**src/rtl/icache_if.sv**
```systemverilog
// rtl/icache_if.sv - fetch-side and instruction-memory-side signal bundle for icache
interface icache_if;
  logic [31:0]  PC;
  logic [31:0]  INSTRUCTION;
  logic         BUSYWAIT;
  logic         MEM_READ;
  logic [5:0]   MEM_ADDRESS;
  logic [127:0] MEM_READDATA;
  logic         MEM_BUSYWAIT;

  // Cache view: takes the PC and the memory response, drives the fetch result and the memory request.
  modport slave (
    input  PC,
    input  MEM_READDATA,
    input  MEM_BUSYWAIT,
    output INSTRUCTION,
    output BUSYWAIT,
    output MEM_READ,
    output MEM_ADDRESS
  );

  // Environment view: program counter plus instruction memory.
  modport master (
    output PC,
    output MEM_READDATA,
    output MEM_BUSYWAIT,
    input  INSTRUCTION,
    input  BUSYWAIT,
    input  MEM_READ,
    input  MEM_ADDRESS
  );
endinterface

```
**src/rtl/icache.sv**
```systemverilog
// rtl/icache.sv - direct-mapped read-only instruction cache, 8 blocks x 16 bytes
module icache (
  input  logic     CLK,
  input  logic     RESET,
  icache_if.slave  bus
);

  typedef enum logic [1:0] {
    IDLE   = 2'd0,
    FETCH  = 2'd1,
    UPDATE = 2'd2
  } state_t;

  state_t       state;
  logic         first_q;       // high during the first FETCH cycle, which never exits
  logic         mem_read_q;
  logic [5:0]   mem_addr_q;
  logic [127:0] fill_q;        // block captured from memory, written into the store in UPDATE

  logic [7:0]   valid_q;
  logic [2:0]   tag_q  [8];
  logic [127:0] data_q [8];

  logic [2:0]   pc_tag;
  logic [2:0]   pc_index;
  logic [1:0]   pc_word;
  logic [5:0]   pc_block;
  logic         hit;
  logic [127:0] sel_block;
  logic         fill_ready;
  logic         unused_pc_bits;

  assign pc_tag         = bus.PC[9:7];
  assign pc_index       = bus.PC[6:4];
  assign pc_word        = bus.PC[3:2];
  assign pc_block       = bus.PC[9:4];
  assign unused_pc_bits = ^{bus.PC[31:10], bus.PC[1:0]};

  assign hit        = valid_q[pc_index] && (tag_q[pc_index] == pc_tag);
  assign sel_block  = data_q[pc_index];
  assign fill_ready = (state == FETCH) && !first_q && !bus.MEM_BUSYWAIT;

  // Word select within the indexed block; only meaningful when hit is high.
  always_comb begin
    bus.INSTRUCTION = sel_block[31:0];
    case (pc_word)
      2'd0: bus.INSTRUCTION = sel_block[31:0];
      2'd1: bus.INSTRUCTION = sel_block[63:32];
      2'd2: bus.INSTRUCTION = sel_block[95:64];
      2'd3: bus.INSTRUCTION = sel_block[127:96];
      default: bus.INSTRUCTION = sel_block[31:0];
    endcase
  end

  // Stall follows the live hit in IDLE so hits cost nothing; any miss state holds it high.
  always_comb begin
    bus.BUSYWAIT = 1'b1;
    if (RESET)
      bus.BUSYWAIT = 1'b0;
    else if (state == IDLE)
      bus.BUSYWAIT = !hit;
  end

  // Memory request is registered so it only moves after a clock edge; reset silences it at once.
  assign bus.MEM_READ    = mem_read_q && !RESET;
  assign bus.MEM_ADDRESS = RESET ? 6'd0 : mem_addr_q;

  // Miss sequencing: IDLE detects, FETCH waits on memory, UPDATE installs the block and its valid bit.
  always_ff @(posedge CLK) begin
    if (RESET) begin
      state      <= IDLE;
      valid_q    <= '0;
      mem_read_q <= 1'b0;
      mem_addr_q <= '0;
      first_q    <= 1'b0;
    end else begin
      case (state)
        IDLE: begin
          if (!hit) begin
            state      <= FETCH;
            mem_read_q <= 1'b1;
            mem_addr_q <= pc_block;
            first_q    <= 1'b1;
          end
        end
        FETCH: begin
          first_q <= 1'b0;
          if (fill_ready) begin
            state      <= UPDATE;
            mem_read_q <= 1'b0;
          end
        end
        UPDATE: begin
          valid_q[pc_index] <= 1'b1;
          state             <= IDLE;
        end
        default: begin
          state      <= IDLE;
          mem_read_q <= 1'b0;
          first_q    <= 1'b0;
        end
      endcase
    end
  end

  // Block capture and store writes; tag and data need no reset because valid gates every hit.
  always_ff @(posedge CLK) begin
    if (!RESET) begin
      if (fill_ready)
        fill_q <= bus.MEM_READDATA;
      if (state == UPDATE) begin
        data_q[pc_index] <= fill_q;
        tag_q[pc_index]  <= pc_tag;
      end
    end
  end

endmodule
```
**src/flat_wrapper.sv**
```systemverilog
// flat-port wrapper written by rule: the top's interface ports become plain ports
module icache_flat 
  (CLK, RESET, bus_PC, bus_MEM_READDATA, bus_MEM_BUSYWAIT, bus_INSTRUCTION, bus_BUSYWAIT, bus_MEM_READ, bus_MEM_ADDRESS);
  icache_if bus_i ();
  input  logic CLK;
  input  logic RESET;
  input wire logic [$bits(bus_i.PC)-1:0] bus_PC;
  input wire logic [$bits(bus_i.MEM_READDATA)-1:0] bus_MEM_READDATA;
  input wire logic [$bits(bus_i.MEM_BUSYWAIT)-1:0] bus_MEM_BUSYWAIT;
  output wire logic [$bits(bus_i.INSTRUCTION)-1:0] bus_INSTRUCTION;
  output wire logic [$bits(bus_i.BUSYWAIT)-1:0] bus_BUSYWAIT;
  output wire logic [$bits(bus_i.MEM_READ)-1:0] bus_MEM_READ;
  output wire logic [$bits(bus_i.MEM_ADDRESS)-1:0] bus_MEM_ADDRESS;
  assign bus_i.PC = bus_PC;
  assign bus_i.MEM_READDATA = bus_MEM_READDATA;
  assign bus_i.MEM_BUSYWAIT = bus_MEM_BUSYWAIT;
  assign bus_INSTRUCTION = bus_i.INSTRUCTION;
  assign bus_BUSYWAIT = bus_i.BUSYWAIT;
  assign bus_MEM_READ = bus_i.MEM_READ;
  assign bus_MEM_ADDRESS = bus_i.MEM_ADDRESS;
  icache u_core (.CLK(CLK), .RESET(RESET), .bus(bus_i));
endmodule
```
**config.mk**
```make
export PLATFORM = sky130hd
export DESIGN_NAME = icache_flat
export DESIGN_NICKNAME = d
export VERILOG_FILES = /design/src/rtl/icache_if.sv /design/src/rtl/icache.sv /design/src/flat_wrapper.sv
export SDC_FILE = /design/constraint.sdc
export NUM_CORES = 1
export LEC_CHECK = 0
export ABC_AREA = 1
export CORE_ASPECT_RATIO = 0.6
export CORE_UTILIZATION = 40
export DETAILED_ROUTE_END_ITERATION = 8
export PLACE_DENSITY = 0.62
export SLEW_MARGIN = 20
export SYNTH_ARGS = -nofsm -noshare
export SYNTH_HDL_FRONTEND = slang
export SYNTH_SLANG_ARGS = --single-unit
```
**constraint.sdc**
```tcl
create_clock -name CLK -period 11.3 [get_ports CLK]
set_clock_uncertainty 0.2 [all_clocks]
set_input_delay 1.695 -clock CLK [delete_from_list [all_inputs] [get_ports CLK]]
set_output_delay 1.695 -clock CLK [all_outputs]
set_load 0.01 [all_outputs]
```
==> results of run 1 <==
cells by family (layout without fill, tap and decap cells):
family / after synthesis / in the layout / synth area share [%]
other: 0 / 1 / 0
AO/OA/AOI/OAI: 317 / 317 / 4.840
flip-flops: 1194 / 1194 / 81.22
AND/OR/NAND/NOR: 1180 / 1180 / 11.33
buffers and inverters: 254 / 519 / 2.612
cell type report:
cell class              count  area share [%]
repair buffers            211           4.389
clock inverters            55          0.9277
flip-flops and latches   1194           70.54
well taps                1425           3.525
diodes                      1        0.004948
clock buffers             132           5.438
inverters                 121          0.9228
multi-input cells        1497           14.25
cells in the mapped netlist (4+ instances only):
cell / n
a211oi_1: 16
a21oi_1: 61
a221oi_1: 17
a22o_1: 22
a22oi_1: 86
a32o_1: 4
buf_1: 5
buf_2: 68
buf_4: 9
buf_6: 9
clkbuf_1: 42
dfxtp_1: 18
edfxtp_1: 1176
inv_1: 116
nand2_1: 872
nand3_1: 69
nand3b_1: 9
nand4_1: 135
nor2_1: 75
nor2_2: 5
nor2_4: 5
o2111ai_1: 19
o211ai_1: 5
o21ai_0: 70
o31ai_1: 11
path summary, 6_finish.rpt:
check	startpoint	to	slack [ns]	cells past startpoint
max	bus_PC[6]	bus_INSTRUCTION[21]	3.22	10
min	u_core.valid_q[3]	u_core.valid_q[3]	0.26	2
max reg2reg	u_core.state[1]	u_core.data_q[7][52]	7.77	5
min reg2reg	u_core.valid_q[3]	u_core.valid_q[3]	0.26	2
layer usage:
| metal | vias to the layer above | routed length (um) |
|---|---|---|
| met4 | 0 | 2530 |
| li1 | 11188 | - |
| met3 | 135 | 7905 |
| met1 | 12450 | 52420 |
| met2 | 911 | 50710 |
| met5 | - | 0 |
stage by stage:
stage          setup WS [ns]  utilization [%]  area, um^2
5_1_grt                3.112            46.78       50570
2_1_floorplan          2.365                -       43930
3_5_place_dp           3.294            43.80       47350
4_1_cts                3.282            46.78       50570
3_3_place_gp           3.239            43.78       47330
6_report               3.222            46.79       50570
sequential cells by signal, indices dropped and copies added, names as in the netlist:
signal	count
u_core.tag_q	24
u_core.mem_read_q	1
u_core.fill_q	128
u_core.data_q	1024
u_core.first_q	1
u_core.state	2
u_core.valid_q	8
u_core.mem_addr_q	6
power groups by stage:
stage	registers, mW	clock network [mW]	logic [mW]
after floorplan	4.98	0	0.181
after global placement	4.99	0	0.385
after detailed placement	4.99	0	0.386
after CTS	4.89	3.49	0.388
after global routing	4.89	3.65	0.413
final	4.89	3.44	0.384
worst max-delay path, cell delays in order:
cell	delay (ns)
clkdlybuf4s50_1	1.00
inv_1	0.52
nand2_2	0.25
nor2_4	0.05
buf_12	0.26
a21oi_1	0.34
nand3_1	0.08
o21ai_0	0.83
nand4_1	0.31
clkdlybuf4s50_1	0.59
cell usage in the layout, fill, tap and decap left out, drive strengths merged, types with 11 or more instances in the layout:
master / instances
a211oi: 16
a21oi: 61
a221oi: 17
a22o: 22
a22oi: 86
buf: 34
clkbuf: 132
clkdlybuf4s50: 177
clkinv: 45
dfxtp: 18
edfxtp: 1176
inv: 121
nand2: 876
nand3: 72
nand4: 135
nor2: 85
o2111ai: 19
o21ai: 73
o31ai: 11
==> results.sh, run 1 <==
export IMPL_first_global_vias=23608
export IMPL_endpoint_kind="output pin"
export IMPL_clockBufferDepth=3
export IMPL_cp_required_ns=9.41
export IMPL_p_leak_nw=16.65
export IMPL_viasPerCell=5.324
export IMPL_finalSetupViolCount=0
export IMPL_coreArea_um2=108100
export IMPL_maxSlewHeadroom_pct=24.12
export IMPL_path_clk_slew_ns=0.06
export IMPL_path_max_fanout=121
export IMPL_tns_ns=0
export IMPL_grt_max_degree=132
export IMPL_wl_um=113600
export IMPL_cts_resized=0
export IMPL_vias=24684
export IMPL_start_kind="input port"
export IMPL_drt_wirelength_per_cell_um=24.50
export IMPL_drc=0
export IMPL_cts_setup_buffers=0
export IMPL_tightest_slew_ns=1.138
export IMPL_synthArstFlopShare_pct=0
export IMPL_synthFlopType="edfxtp_1"
export IMPL_power_total_mw=8.712
export IMPL_drv_slew=0
export IMPL_critical_path_arrival_ns=6.18
export IMPL_root_buffer="clkbuf_16"
export IMPL_p_int_mw=6.842
export IMPL_synth_cell_types=35
export IMPL_cts_hold_fix_buffers=0
export IMPL_place_gp_congestion=0.7373
export IMPL_fin_crit_sh_pct=71.49
export IMPL_synthesis_nets=3108
export IMPL_grt_busiest_layer="met2"
export IMPL_grt_pass1_wl_um=164200
export IMPL_synth_edf_count=1176
export IMPL_p_comb_share_pct=4.4
export IMPL_hpwl_um=54810
export IMPL_insertion_delay_ns=0.72
export IMPL_drt_iter0_markers=2705
export IMPL_status="finished clean"
export IMPL_die_y_um=258.7
export IMPL_fmax_mhz=123.8
export IMPL_h_tree_depth=3
export IMPL_ys_warnings_count=0
export IMPL_grt_overflow=0
export IMPL_seqPwrFrac_pct=56.2
export IMPL_drt_pass1_iterations=7
export IMPL_switching_share_pct=21.47
export IMPL_powerDensity_nw_per_um2=172.3
export IMPL_use_met1_pct=30.28
export IMPL_cts_buffers=105
export IMPL_hp_class="reg2reg"
export IMPL_design_die_area_um2=111200
export IMPL_drive_above_1_share_pct=6.293
export IMPL_placed_cells=4448
export IMPL_postRouteAntennaNets=0
export IMPL_seq_area_um2=35670
export IMPL_met2_usage_pct=30.61
export IMPL_clock_sinks=1194
export IMPL_die_w_um=429.8
export IMPL_multiInputGateArea_um2=7209
export IMPL_fin_crit_ns=8.078
export IMPL_power_frac_clock_pct=39.4
export IMPL_cts_tree="built"
export IMPL_initial_core_util_pct=40.63
export IMPL_rows=93
export IMPL_ir_drop_mv=0.1290
export IMPL_ys_ff_latch=1194
export IMPL_port_buffers=178
export IMPL_final_instance_count_excl_fill=4636
export IMPL_synth_area_leader_cell="edfxtp_1"
export IMPL_ys_seq_area_share_pct=81.22
export IMPL_ios=203
export IMPL_synth_top_area_share_pct=80.40
export IMPL_hold_viol=0
export IMPL_syn_cell_area_um2=43920
export IMPL_track_usage_pct=20.24
export IMPL_syn_to_final_growth_pct=15.15
export IMPL_fillers=9261
export IMPL_drv_cap=0
export IMPL_rsz0062_at_grt="false"
export IMPL_synth_area_leaders="edfxtp_1, nand2_1, nand4_1"
export IMPL_use_met3_pct=3.616
export IMPL_power_net_switching_mw=1.870
export IMPL_fin_nets=3293
export IMPL_hold_ws_ns=0.2640
export IMPL_criticalPathCategory="in2out"
export IMPL_syn_inst=2945
export IMPL_avgSynthCellArea_um2=14.91
export IMPL_antenna_found_initial=3
No activity file was read; power rests on OpenSTA's default activity.
==> run 2: changes to the inputs <==
--- a/config.mk
+++ b/config.mk
@@ -9,7 +9,7 @@
 export CORE_ASPECT_RATIO = 0.6
 export CORE_UTILIZATION = 40
 export DETAILED_ROUTE_END_ITERATION = 8
-export PLACE_DENSITY = 0.62
+export PLACE_DENSITY = 0.6
 export SLEW_MARGIN = 20
 export SYNTH_ARGS = -nofsm -noshare
 export SYNTH_HDL_FRONTEND = slang
==> constraint.sdc (replaced) <==
create_clock -name CLK -period 8.4 [get_ports CLK]
set_clock_uncertainty 0.2 [all_clocks]
set_input_delay 1.26 -clock CLK [delete_from_list [all_inputs] [get_ports CLK]]
set_output_delay 1.26 -clock CLK [all_outputs]
set_load 0.01 [all_outputs]
==> run 2 against run 1 <==
Net effect: sequential power grew 35%; combinational power grew 35%; largest power group unchanged; final area grew 0.79%; power grew 37%; non-clock buffer count grew 28; hold slack gained 0.0026 ns; first-iteration DRC count shrank 5.6%.
==> results.sh, run 2 (synthesized netlist as in run 1, its figures left out) <==
export IMPL_cpPeakStageDelay_ns=0.77
export IMPL_insertion_delay_ns=0.72
export IMPL_power_net_switching_mw=2.545
export IMPL_endpoint_kind="output pin"
export IMPL_wl_um=114200
export IMPL_grt_pass1_wl_um=165200
export IMPL_drt_pass1_iterations=5
export IMPL_drt_iter0_markers=2554
export IMPL_cp_top_family="buffers and inverters"
export IMPL_cts_hold_fix_buffers=0
export IMPL_antenna_found_initial=5
export IMPL_cts_tree="built"
export IMPL_cp_required_ns=6.94
export IMPL_reg2reg_slack_ns=5.49
export IMPL_hold_end="u_core.valid_q[6]"
export IMPL_fin_crit_sh_pct=80.45
export IMPL_grt_overflow=0
export IMPL_viasPerCell=5.323
export IMPL_hpwl_um=61510
export IMPL_postRouteAntennaNets=0
export IMPL_fmax_mhz=148.0
export IMPL_maxSlewHeadroom_pct=14.57
export IMPL_fin_util_pct=47.15
export IMPL_top_register="u_core.data_q"
export IMPL_drive_above_1_share_pct=7.559
export IMPL_finalSetupViolCount=0
export IMPL_multiInputGateArea_um2=7219
export IMPL_worst_r2r_startpoint="u_core.state[1]"
export IMPL_rsz0062_at_grt="false"
export IMPL_clock_sinks=1194
export IMPL_fin_area_um2=50970
export IMPL_path_max_fanout=29
export IMPL_worst_path_buf_inv=4
export IMPL_coreArea_um2=108100
export IMPL_cts_setup_buffers=0
export IMPL_h_tree_depth=3
export IMPL_seqPwrFrac_pct=55.3
export IMPL_final_cell_mix="edfxtp_1, nand2_1, clkdlybuf4s50_1"
export IMPL_path_clk_slew_ns=0.07
export IMPL_hold_path_cell_count=2
export IMPL_fillers=9271
export IMPL_powerDensity_nw_per_um2=233.6
export IMPL_worst_hold_startpoint="u_core.valid_q[6]"
export IMPL_die_w_um=429.8
export IMPL_crit_top_cell="nand2_1"
export IMPL_p_comb_share_pct=4.4
export IMPL_drt_wirelength_per_cell_um=24.47
export IMPL_start_kind="input port"
export IMPL_biggestRegsByFlops="u_core.data_q (1024), u_core.fill_q (128), u_core.tag_q (24)"
export IMPL_hp_class="reg2reg"
export IMPL_design_die_area_um2=111200
export IMPL_fin_crit_ns=6.758
export IMPL_clockBufferDepth=3
export IMPL_status="finished clean"
export IMPL_largest_reg_flops=1024
export IMPL_power_frac_clock_pct=40.4
export IMPL_track_usage_pct=20.36
export IMPL_grt_max_degree=126
export IMPL_power_total_mw=11.91
export IMPL_slowest_stage="clkdlybuf4s50_1"
export IMPL_final_common_cell="edfxtp_1"
export IMPL_drv_slew=0
export IMPL_tns_ns=0
export IMPL_tightest_slew_ns=1.268
export IMPL_rows=93
export IMPL_syn_to_final_growth_pct=16.05
export IMPL_r2r_cells=6
export IMPL_hold_viol=0
export IMPL_criticalPathCategory="in2out"
export IMPL_port_buffers=178
export IMPL_hold_ws_ns=0.2666
export IMPL_drv_cap=0
export IMPL_root_buffer="clkbuf_16"
export IMPL_p_leak_nw=16.89
export IMPL_vias=24843
export IMPL_initial_core_util_pct=40.63
export IMPL_p_int_mw=9.360
export IMPL_cts_resized=0
export IMPL_drc=0
export IMPL_path_cells="clkdlybuf4s50_1 -> inv_1 -> nand2_1 -> nor2_4 -> buf_4 -> nand2_1 -> nand2_1 -> a21oi_1 -> nand4_1 -> nand2_1 -> nand4_1 -> clkdlybuf4s50_1"
export IMPL_place_gp_congestion=0.7518
export IMPL_worstReg2RegEnd="u_core.data_q[2][8]"
export IMPL_ir_drop_mv=0.1778
export IMPL_place_area_um2=47590
export IMPL_fin_nets=3321
export IMPL_switching_share_pct=21.38
export IMPL_die_y_um=258.7
export IMPL_seq_area_um2=35670
export IMPL_cts_buffers=105
export IMPL_first_global_vias=23694
export IMPL_ios=203
export IMPL_critical_path_arrival_ns=5.30
run 2: stage by stage:
stage	worst slack [ns]	cells
after detailed placement	1.660	4476
after floorplan	0.2027	2945
after CTS	1.647	4666
after global routing	1.451	4666
after global placement	1.693	4476
final	1.642	4667
run 2: worst reg2reg max path, stage by stage, from the launching register on:
cell,delay (ns)
dfxtp_1,0.34
inv_1,0.05
nor2_1,0.12
nand2_1,0.07
buf_4,0.25
nor2_4,0.67
buf_12,0.67
run 2: worst max path at each step:
stage,start,endpoint,cells past startpoint
global placement,bus_PC[6],bus_INSTRUCTION[8],12
finish,bus_PC[6],bus_INSTRUCTION[8],12
floorplan,bus_PC[4],u_core.data_q[0][0],6
CTS,bus_PC[6],bus_INSTRUCTION[8],12
detailed placement,bus_PC[6],bus_INSTRUCTION[8],12
global route,bus_PC[6],bus_INSTRUCTION[8],12
run 2: layout make-up:
type                            instances  area share [%]
Antenna cell                            1        0.004909
Tap cell                             1425           3.498
Timing Repair Buffer                  239           4.801
Inverter                              121          0.9156
Clock buffer                          123           5.329
Sequential cell                      1194           69.99
Multi-Input combinational cell       1497           14.16
Clock inverter                         67           1.301
run 2: per-layer routing:
layer	global-route usage, %	up-vias	share of wire [%]
met5	0	-	0
met2	30.75	888	44
met1	30.62	12586	47
met4	4.425	0	1.7
li1	-	11248	-
met3	3.835	121	7.6
run 2: power by group through the flow:
| stage | Combinational, mW | Sequential [mW] | Clock, mW |
|---|---|---|---|
| 2_1_floorplan | 0.244 | 6.70 | 0 |
| 3_3_place_gp | 0.524 | 6.71 | 0 |
| 3_5_place_dp | 0.524 | 6.71 | 0 |
| 4_1_cts | 0.526 | 6.58 | 4.88 |
| 5_1_grt | 0.560 | 6.58 | 5.11 |
| 6_report | 0.518 | 6.58 | 4.81 |
